==> config.mk <==
export PLATFORM = sky130hd
export DESIGN_NAME = tl_sequencer_slave_flat
export DESIGN_NICKNAME = d
export VERILOG_FILES = /design/src/rtl/tl_sequencer_slave_if.sv /design/src/rtl/tl_sequencer_slave.sv /design/src/flat_wrapper.sv
export SDC_FILE = /design/constraint.sdc
export NUM_CORES = 1
export LEC_CHECK = 0
export BUFFER_PORTS_ARGS = -buffer_cell sky130_fd_sc_hd__buf_2
export CAP_MARGIN = 20
export CORE_AREA = 8 8 114 116
export DETAILED_ROUTE_END_ITERATION = 10
export DIE_AREA = 0 0 122 124
export GPL_ROUTABILITY_DRIVEN = 0
export HOLD_SLACK_MARGIN = 0.1
export PLACE_DENSITY = 0.68
export SLEW_MARGIN = 25
export SYNTH_ARGS = -nofsm -noshare
export SYNTH_HDL_FRONTEND = slang
export SYNTH_SLANG_ARGS = --single-unit
==> constraint.sdc <==
create_clock -name clk_clk -period 2.3 [get_ports clk_clk]
set_input_delay 0.23 -clock clk_clk [delete_from_list [all_inputs] [get_ports clk_clk]]
set_output_delay 0.23 -clock clk_clk [all_outputs]
set_load 0.01 [all_outputs]
==> src/rtl/tl_sequencer_slave_if.sv <==
// -----------------------------------------------------------------------------
// tl_sequencer_slave_if
//   Avalon-MM slave bus bundle for the traffic-light sequencer.
//   Signals:
//     avs_address    3   word address
//     avs_read       1   read strobe
//     avs_write      1   write strobe
//     avs_writedata  32  write data
//     avs_readdata   32  read data (registered by the slave, latency 1)
//   Modports:
//     master  drives address/strobes/writedata, receives readdata
//     slave   receives address/strobes/writedata, drives readdata
// -----------------------------------------------------------------------------
interface tl_sequencer_slave_if;
    logic [2:0]  avs_address;
    logic        avs_read;
    logic        avs_write;
    logic [31:0] avs_writedata;
    logic [31:0] avs_readdata;

    modport master (
        output avs_address,
        output avs_read,
        output avs_write,
        output avs_writedata,
        input  avs_readdata
    );

    modport slave (
        input  avs_address,
        input  avs_read,
        input  avs_write,
        input  avs_writedata,
        output avs_readdata
    );
endinterface

==> src/rtl/tl_sequencer_slave.sv <==
// -----------------------------------------------------------------------------
// tl_sequencer_slave
//   Avalon-MM peripheral that times a four-way intersection light sequence.
//   Software programs phase durations (in ticks of TICK_CYCLES clocks) and
//   control bits; the block walks the phases and drives four light outputs.
//   Ports:
//     clk_clk      system clock
//     reset_reset  asynchronous, active-high reset
//     avs          Avalon-MM slave bundle (address/read/write/writedata/readdata)
//     irq          level interrupt = irq_pending & irq_en
//     tl_0..tl_3   lights {red, yellow, green}; tl_0/tl_2 = NS, tl_1/tl_3 = EW
//     countdown    ticks remaining in the current phase
//   Register map (word address):
//     0 CTRL     [0] enable, [1] flash, [2] irq_en
//     1 GREEN_T  [7:0]
//     2 YELLOW_T [7:0]
//     3 ALLRED_T [7:0]
//     4 STATUS   [2:0] state, [8] irq_pending (write 1 to bit8 clears)
//     5 COUNT    [7:0] current count (read only)
// -----------------------------------------------------------------------------
module tl_sequencer_slave #(
    parameter int unsigned TICK_CYCLES = 50000000
) (
    input  logic                 clk_clk,
    input  logic                 reset_reset,
    tl_sequencer_slave_if.slave  avs,
    output logic                 irq,
    output logic [2:0]           tl_0,
    output logic [2:0]           tl_1,
    output logic [2:0]           tl_2,
    output logic [2:0]           tl_3,
    output logic [7:0]           countdown
);

    localparam int unsigned TW = (TICK_CYCLES > 2) ? $clog2(TICK_CYCLES) : 1;
    localparam logic [TW-1:0] TICK_LAST = TW'(TICK_CYCLES - 1);

    localparam logic [2:0] RED = 3'b100;
    localparam logic [2:0] YEL = 3'b010;
    localparam logic [2:0] GRN = 3'b001;

    typedef enum logic [2:0] {
        IDLE      = 3'd0,
        ALL_RED_A = 3'd1,
        NS_GREEN  = 3'd2,
        NS_YELLOW = 3'd3,
        ALL_RED_B = 3'd4,
        EW_GREEN  = 3'd5,
        EW_YELLOW = 3'd6,
        FLASH     = 3'd7
    } state_e;

    // Programmable registers
    logic [2:0]  ctrl_q;
    logic [7:0]  green_q, yellow_q, allred_q;
    logic        irq_pending_q, irq_pending_d;
    logic [31:0] rdata_q, rdata_d;

    // Sequencer state
    state_e        state_q, state_d;
    logic [7:0]    count_q, count_d;
    logic [TW-1:0] tick_q, tick_d;
    logic          flash_q, flash_d;
    logic [11:0]   tl_q, tl_d;       // {tl_0, tl_1, tl_2, tl_3}

    logic          tick_hit;
    logic          green_entry;
    state_e        phase_nxt;
    logic [7:0]    phase_dur;

    logic          unused_wdata_bits;
    assign unused_wdata_bits = ^{avs.avs_writedata[31:9], avs.avs_writedata[7:3]};

    wire wr_en = avs.avs_write;
    wire [2:0] addr = avs.avs_address;

    // ------------------------------------------------------------------
    // Register file, interrupt flag and read-data register
    // ------------------------------------------------------------------
    always_ff @(posedge clk_clk or posedge reset_reset) begin
        if (reset_reset) begin
            ctrl_q        <= '0;
            green_q       <= 8'd10;
            yellow_q      <= 8'd3;
            allred_q      <= 8'd1;
            irq_pending_q <= 1'b0;
            rdata_q       <= '0;
        end else begin
            if (wr_en) begin
                unique case (addr)
                    3'd0:    ctrl_q   <= avs.avs_writedata[2:0];
                    3'd1:    green_q  <= avs.avs_writedata[7:0];
                    3'd2:    yellow_q <= avs.avs_writedata[7:0];
                    3'd3:    allred_q <= avs.avs_writedata[7:0];
                    default: ;
                endcase
            end
            irq_pending_q <= irq_pending_d;
            rdata_q       <= rdata_d;
        end
    end

    // Set on green entry has priority over a software clear in the same cycle.
    always_comb begin
        irq_pending_d = irq_pending_q;
        if (wr_en && (addr == 3'd4) && avs.avs_writedata[8])
            irq_pending_d = 1'b0;
        if (green_entry)
            irq_pending_d = 1'b1;
    end

    // Read mux samples current register values, so a write in the same
    // cycle returns the old contents.
    always_comb begin
        rdata_d = '0;
        if (avs.avs_read) begin
            unique case (addr)
                3'd0:    rdata_d = {29'd0, ctrl_q};
                3'd1:    rdata_d = {24'd0, green_q};
                3'd2:    rdata_d = {24'd0, yellow_q};
                3'd3:    rdata_d = {24'd0, allred_q};
                3'd4:    rdata_d = {23'd0, irq_pending_q, 5'd0, state_q};
                3'd5:    rdata_d = {24'd0, count_q};
                default: rdata_d = '0;
            endcase
        end
    end

    assign avs.avs_readdata = rdata_q;
    assign irq              = irq_pending_q & ctrl_q[2];

    // ------------------------------------------------------------------
    // FSM: state register (outputs registered alongside)
    // ------------------------------------------------------------------
    always_ff @(posedge clk_clk or posedge reset_reset) begin
        if (reset_reset) begin
            state_q <= IDLE;
            count_q <= '0;
            tick_q  <= '0;
            flash_q <= 1'b0;
            tl_q    <= {RED, RED, RED, RED};
        end else begin
            state_q <= state_d;
            count_q <= count_d;
            tick_q  <= tick_d;
            flash_q <= flash_d;
            tl_q    <= tl_d;
        end
    end

    // Successor phase of the normal cycle and its duration (0 loads as 1)
    always_comb begin
        phase_nxt = ALL_RED_A;
        phase_dur = allred_q;
        unique case (state_q)
            ALL_RED_A: begin phase_nxt = NS_GREEN;  phase_dur = green_q;  end
            NS_GREEN:  begin phase_nxt = NS_YELLOW; phase_dur = yellow_q; end
            NS_YELLOW: begin phase_nxt = ALL_RED_B; phase_dur = allred_q; end
            ALL_RED_B: begin phase_nxt = EW_GREEN;  phase_dur = green_q;  end
            EW_GREEN:  begin phase_nxt = EW_YELLOW; phase_dur = yellow_q; end
            default:   begin phase_nxt = ALL_RED_A; phase_dur = allred_q; end
        endcase
        if (phase_dur == 8'd0)
            phase_dur = 8'd1;
    end

    // ------------------------------------------------------------------
    // FSM: next-state logic (state, count, tick counter, flash phase)
    // ------------------------------------------------------------------
    assign tick_hit = (state_q != IDLE) && (tick_q == TICK_LAST);

    always_comb begin
        state_d = state_q;
        count_d = count_q;
        flash_d = flash_q;
        if (state_q == IDLE || tick_hit)
            tick_d = '0;
        else
            tick_d = tick_q + 1'b1;

        if (ctrl_q[1]) begin
            if (state_q != FLASH) begin
                state_d = FLASH;
                count_d = '0;
                tick_d  = '0;
                flash_d = 1'b1;
            end else if (tick_hit) begin
                flash_d = ~flash_q;
            end
        end else if (!ctrl_q[0]) begin
            state_d = IDLE;
            count_d = '0;
            tick_d  = '0;
        end else begin
            unique case (state_q)
                IDLE: begin
                    state_d = ALL_RED_A;
                    count_d = (allred_q == 8'd0) ? 8'd1 : allred_q;
                    tick_d  = '0;
                end
                FLASH: begin
                    state_d = IDLE;
                    count_d = '0;
                    tick_d  = '0;
                end
                default: begin
                    if (tick_hit) begin
                        if (count_q <= 8'd1) begin
                            state_d = phase_nxt;
                            count_d = phase_dur;
                        end else begin
                            count_d = count_q - 8'd1;
                        end
                    end
                end
            endcase
        end
    end

    assign green_entry = (state_d != state_q) &&
                         ((state_d == NS_GREEN) || (state_d == EW_GREEN));

    // ------------------------------------------------------------------
    // FSM: output decode from next state so registered lights line up
    // with the state register
    // ------------------------------------------------------------------
    always_comb begin
        tl_d = {RED, RED, RED, RED};
        unique case (state_d)
            NS_GREEN:  tl_d = {GRN, RED, GRN, RED};
            NS_YELLOW: tl_d = {YEL, RED, YEL, RED};
            EW_GREEN:  tl_d = {RED, GRN, RED, GRN};
            EW_YELLOW: tl_d = {RED, YEL, RED, YEL};
            FLASH:     tl_d = flash_d ? {YEL, YEL, YEL, YEL} : '0;
            default:   tl_d = {RED, RED, RED, RED};
        endcase
    end

    assign tl_0      = tl_q[11:9];
    assign tl_1      = tl_q[8:6];
    assign tl_2      = tl_q[5:3];
    assign tl_3      = tl_q[2:0];
    assign countdown = count_q;

endmodule

==> src/flat_wrapper.sv <==
// flat-port wrapper written by rule: the top's interface ports become plain ports
module tl_sequencer_slave_flat 
#(
    parameter int unsigned TICK_CYCLES = 50000000
)
  (clk_clk, reset_reset, irq, tl_0, tl_1, tl_2, tl_3, countdown, avs_avs_address, avs_avs_read, avs_avs_write, avs_avs_writedata, avs_avs_readdata);
  tl_sequencer_slave_if avs_i ();
  input  logic clk_clk;
  input  logic reset_reset;
  output logic irq;
  output logic [2:0] tl_0;
  output logic [2:0] tl_1;
  output logic [2:0] tl_2;
  output logic [2:0] tl_3;
  output logic [7:0] countdown;
  input wire logic [$bits(avs_i.avs_address)-1:0] avs_avs_address;
  input wire logic [$bits(avs_i.avs_read)-1:0] avs_avs_read;
  input wire logic [$bits(avs_i.avs_write)-1:0] avs_avs_write;
  input wire logic [$bits(avs_i.avs_writedata)-1:0] avs_avs_writedata;
  output wire logic [$bits(avs_i.avs_readdata)-1:0] avs_avs_readdata;
  assign avs_i.avs_address = avs_avs_address;
  assign avs_i.avs_read = avs_avs_read;
  assign avs_i.avs_write = avs_avs_write;
  assign avs_i.avs_writedata = avs_avs_writedata;
  assign avs_avs_readdata = avs_i.avs_readdata;
  tl_sequencer_slave #(.TICK_CYCLES(TICK_CYCLES)) u_core (.clk_clk(clk_clk), .reset_reset(reset_reset), .avs(avs_i), .irq(irq), .tl_0(tl_0), .tl_1(tl_1), .tl_2(tl_2), .tl_3(tl_3), .countdown(countdown));
endmodule
==> results by group <==
Route
  • Number of remaining DRC errors: 0
  • Vias per cell: approximately 5.4
  • Antenna-violating nets left: 0
  • Drt first pass iters: 7
  • Routed WL: about 12000 um
  • Initial DRC count: approximately 240
  • Average wire per standard cell: around 16 um
  • Vias: about 4100

Die
  • # IOs: 92
  • Chip Height: 124 um
  • Die Span X: 122 um
  • Site Rows: 39
  • Core Region: 11170 um^2
  • Die ar.: between 15000 and 20000 um^2
  • Initial core utilization: 43.77%

Cells and area
  • Area of the multi-input gates: about 2600 um^2
  • Layout cells sized above 1: 31.02%
  • N_diodes: 0
  • Fin nets: 644
  • Area grow syn2layout: 20.62%
  • Register area: between 2000 and 2500 um^2
  • Fill count: roughly 1000
  • Util after Layout: a little over half

Clock tree
  • Clock latency on the worst-skew pair: approximately 0.34 ns
  • CTS Root Cell: clkbuf_16
  • TritonCTS clock tree: yes
  • Total CTS buffers: 9
  • Clk sink count: between 80 and 90
  • Clock buffer depth: 2
  • Clk slew on worst S/H paths: around 0.060 ns
  • H-Tree Depth: 3

Synthesis
  • Syn_area_per_cell: approximately 9.5 um^2
  • Post-Synthesis Cells: slightly above 500
  • Multiplexer share of the synthesized area: approximately 12%
  • Synth Area in Adders: 1.023%
  • Synth area leader: dfrtp_1
  • Most frequent cell after synthesis: dfrtp_1
  • Top_reg_cell synth: dfrtp_1
  • Number of synthesized flops with an enable pin: 0
  • Synth Area in XOR/XNOR: approximately 5.2%
  • Largest family of logic cells by synthesized area: simple AND/OR/NAND/NOR gates
  • Most frequent cells after synthesis: 74 x dfrtp_1, 55 x nor2_1, 47 x nand2_1
  • Complex-gate fraction of the synthesized area: around 12%
  • Async SR Flop Fraction: 100.0%
  • Largest cells by area after synthesis: dfrtp_1 38%, mux2_2 7.8%, buf_4 4.5%
  • Post-Synthesis Cell Area: around 5000 um^2
  • Yosys reg bits: between 80 and 90
  • Share of the synthesized area in the top cell type: between 30 and 40%
  • Ys Warns: 0
  • Post-Synth Simple-Gate Area: 20.77%
  • Count of cell types in the netlist: 63
  • Sequential element share of the synthesized area: about two fifths

Global routing
  • First-pass GRT wire length: ~20000 um
  • GRT overflow: 0
  • Vias in the first global route: around 4100
  • Largest net degree at the start of global routing: 49
  • Initial antenna violation count: 2
  • GRT Overall Usage: between 10% and 20%

Worst setup path
  • Peak fanout along the critical path: 5
  • CP Class: reg2reg
  • CP arrival: 2.57 ns
  • Worst reg2reg setup slack: -0.06 ns
  • Critical Path RT: about 2.5 ns
  • Worst setup EP type: flop
  • Startpoint class of the critical path: flop
  • Depth of the most critical reg-to-reg path: 9

STA
  • Final hold vios: 0
  • Minimum clock period: between 2 and 2.5 ns
  • Tcrit/Tclk final: 102.8%
  • Final setup vio count: 1
  • Measured slew at the worst slew-check pin: between 0.6 and 0.7 ns
  • Slew Viols, Final: 0
  • Relative slew slack: between 50% and 60%
  • Clock skew: about 0.011 ns
  • Setup ws final: -0.06417 ns
  • F_max: ~420 MHz
  • RSZ-0062 raised after global routing: yes

Power
  • Peak supply drop: 0.0005378 V
  • Pwr/cell area: around 990 nW/um^2
  • Leakage power: 2.645 nW

Hold path
  • Hold Crit Class: in2reg
  • Hold depth: 2

Place
  • Post-DP HPWL: 8973 um
  • Pre-CTS setup slack: -0.1189 ns
  • Buffers on Ports: 45

Job
  • MaxCap Viol Count: 0

Run status
  • Violated checks: setup timing
  • Status: finished, violations left
## cells in the final DEF, fill, tap and decap left out, types with 10 or more instances in the layout
| cell | count |
|---|---|
| buf_4 | 60 |
| xor2_1 | 14 |
| nor2_1 | 52 |
| a21oi_1 | 20 |
| a22oi_1 | 10 |
| o21ai_0 | 25 |
| nand2b_1 | 10 |
| mux2i_1 | 13 |
| conb_1 | 23 |
| nand2_1 | 47 |
| nand3_1 | 18 |
| buf_2 | 45 |
| dfrtp_1 | 74 |
| xnor2_1 | 15 |
| mux2_2 | 34 |
## registers in the layout (all words and copies together) (netlist names)
name / flops
u_core.tl_q: 6
u_core.countdown: 8
u_core.flash_q: 1
u_core.ctrl_q: 3
u_core.yellow_q: 8
u_core.tick_q: 26
u_core.irq_pending_q: 1
u_core.state_q: 3
u_core.avs.avs_readdata: 9
u_core.allred_q: 8
u_core.green_q: 8
## cell type report
class,instances,area share [%]
clock buffer,13,4.411
clock inverter,3,0.2545
inverter,9,0.5938
multi-input combinational,392,44.90
sequential,81,34.51
tap,143,3.033
timing repair buffer,108,12.30
## power by group
group	switching, mW	internal, mW
Sequential	0.248	1.67
Clock	0.554	0.785
Combinational	1.42	1.15
Total	2.23	3.60
## cell families after synthesis
group	after synthesis
AOI/OAI and AO/OA	88
xor gates and xnor gates	29
adders and majority gates	4
buffers and inverters	63
DFF	81
muxes	50
other	1
and+or+nand+nor	198
## per-layer routing
layer	global-route usage, %	part of all wire [%]
met1	20.22	44
met2	26.79	47
met4	6.168	1.5
met5	0	0.23
met3	4.170	7.3
## per-stage QoR
stage	instances	hold slack (ns)	setup TNS (ns)	total power [mW]	cell area [um^2]
2_1_floorplan	536	0.3586	-0.03912	3.624	4974
3_3_place_gp	728	0.3112	-0.07736	4.345	5514
3_5_place_dp	728	0.3262	-0.1797	4.414	5514
4_1_cts	747	0.1387	-0.1012	5.795	5833
5_1_grt	749	0.1489	-0.3774	6.199	5899
6_report	749	0.1454	-0.06417	5.828	5899
## worst max-delay path, cell delays in order (launching register included)
cell     delay (ns)
dfrtp_1        0.40
ha_4           0.16
nand3_2        0.08
or4_4          0.55
nor3_4         0.25
mux2i_2        0.30
buf_4          0.16
nor4_4         0.03
a31oi_1        0.22
o31ai_2        0.08
## path summary, 6_finish.rpt
| check | from | to |
|---|---|---|
| worst min register to register | u_core.irq_pending_q | u_core.irq_pending_q |
| min in group asynchronous | reset_reset | u_core.yellow_q[4] |
| worst max-delay path | u_core.tick_q[1] | u_core.irq_pending_q |
| max in group asynchronous | reset_reset | u_core.tl_q[8] |
| worst min-delay path | avs_avs_writedata[6] | u_core.green_q[6] |
| worst max register to register | u_core.tick_q[1] | u_core.irq_pending_q |
## repair_timing
item                                    4_1_cts  5_1_grt
endpoints found under the setup margin        5       11
endpoints found under the hold margin        32        0
setup buffers                                 2        2
resized for setup                             4       10
hold buffers                                  1        0
pin swaps                                     4        2
Power figures use the tool's default switching activity.
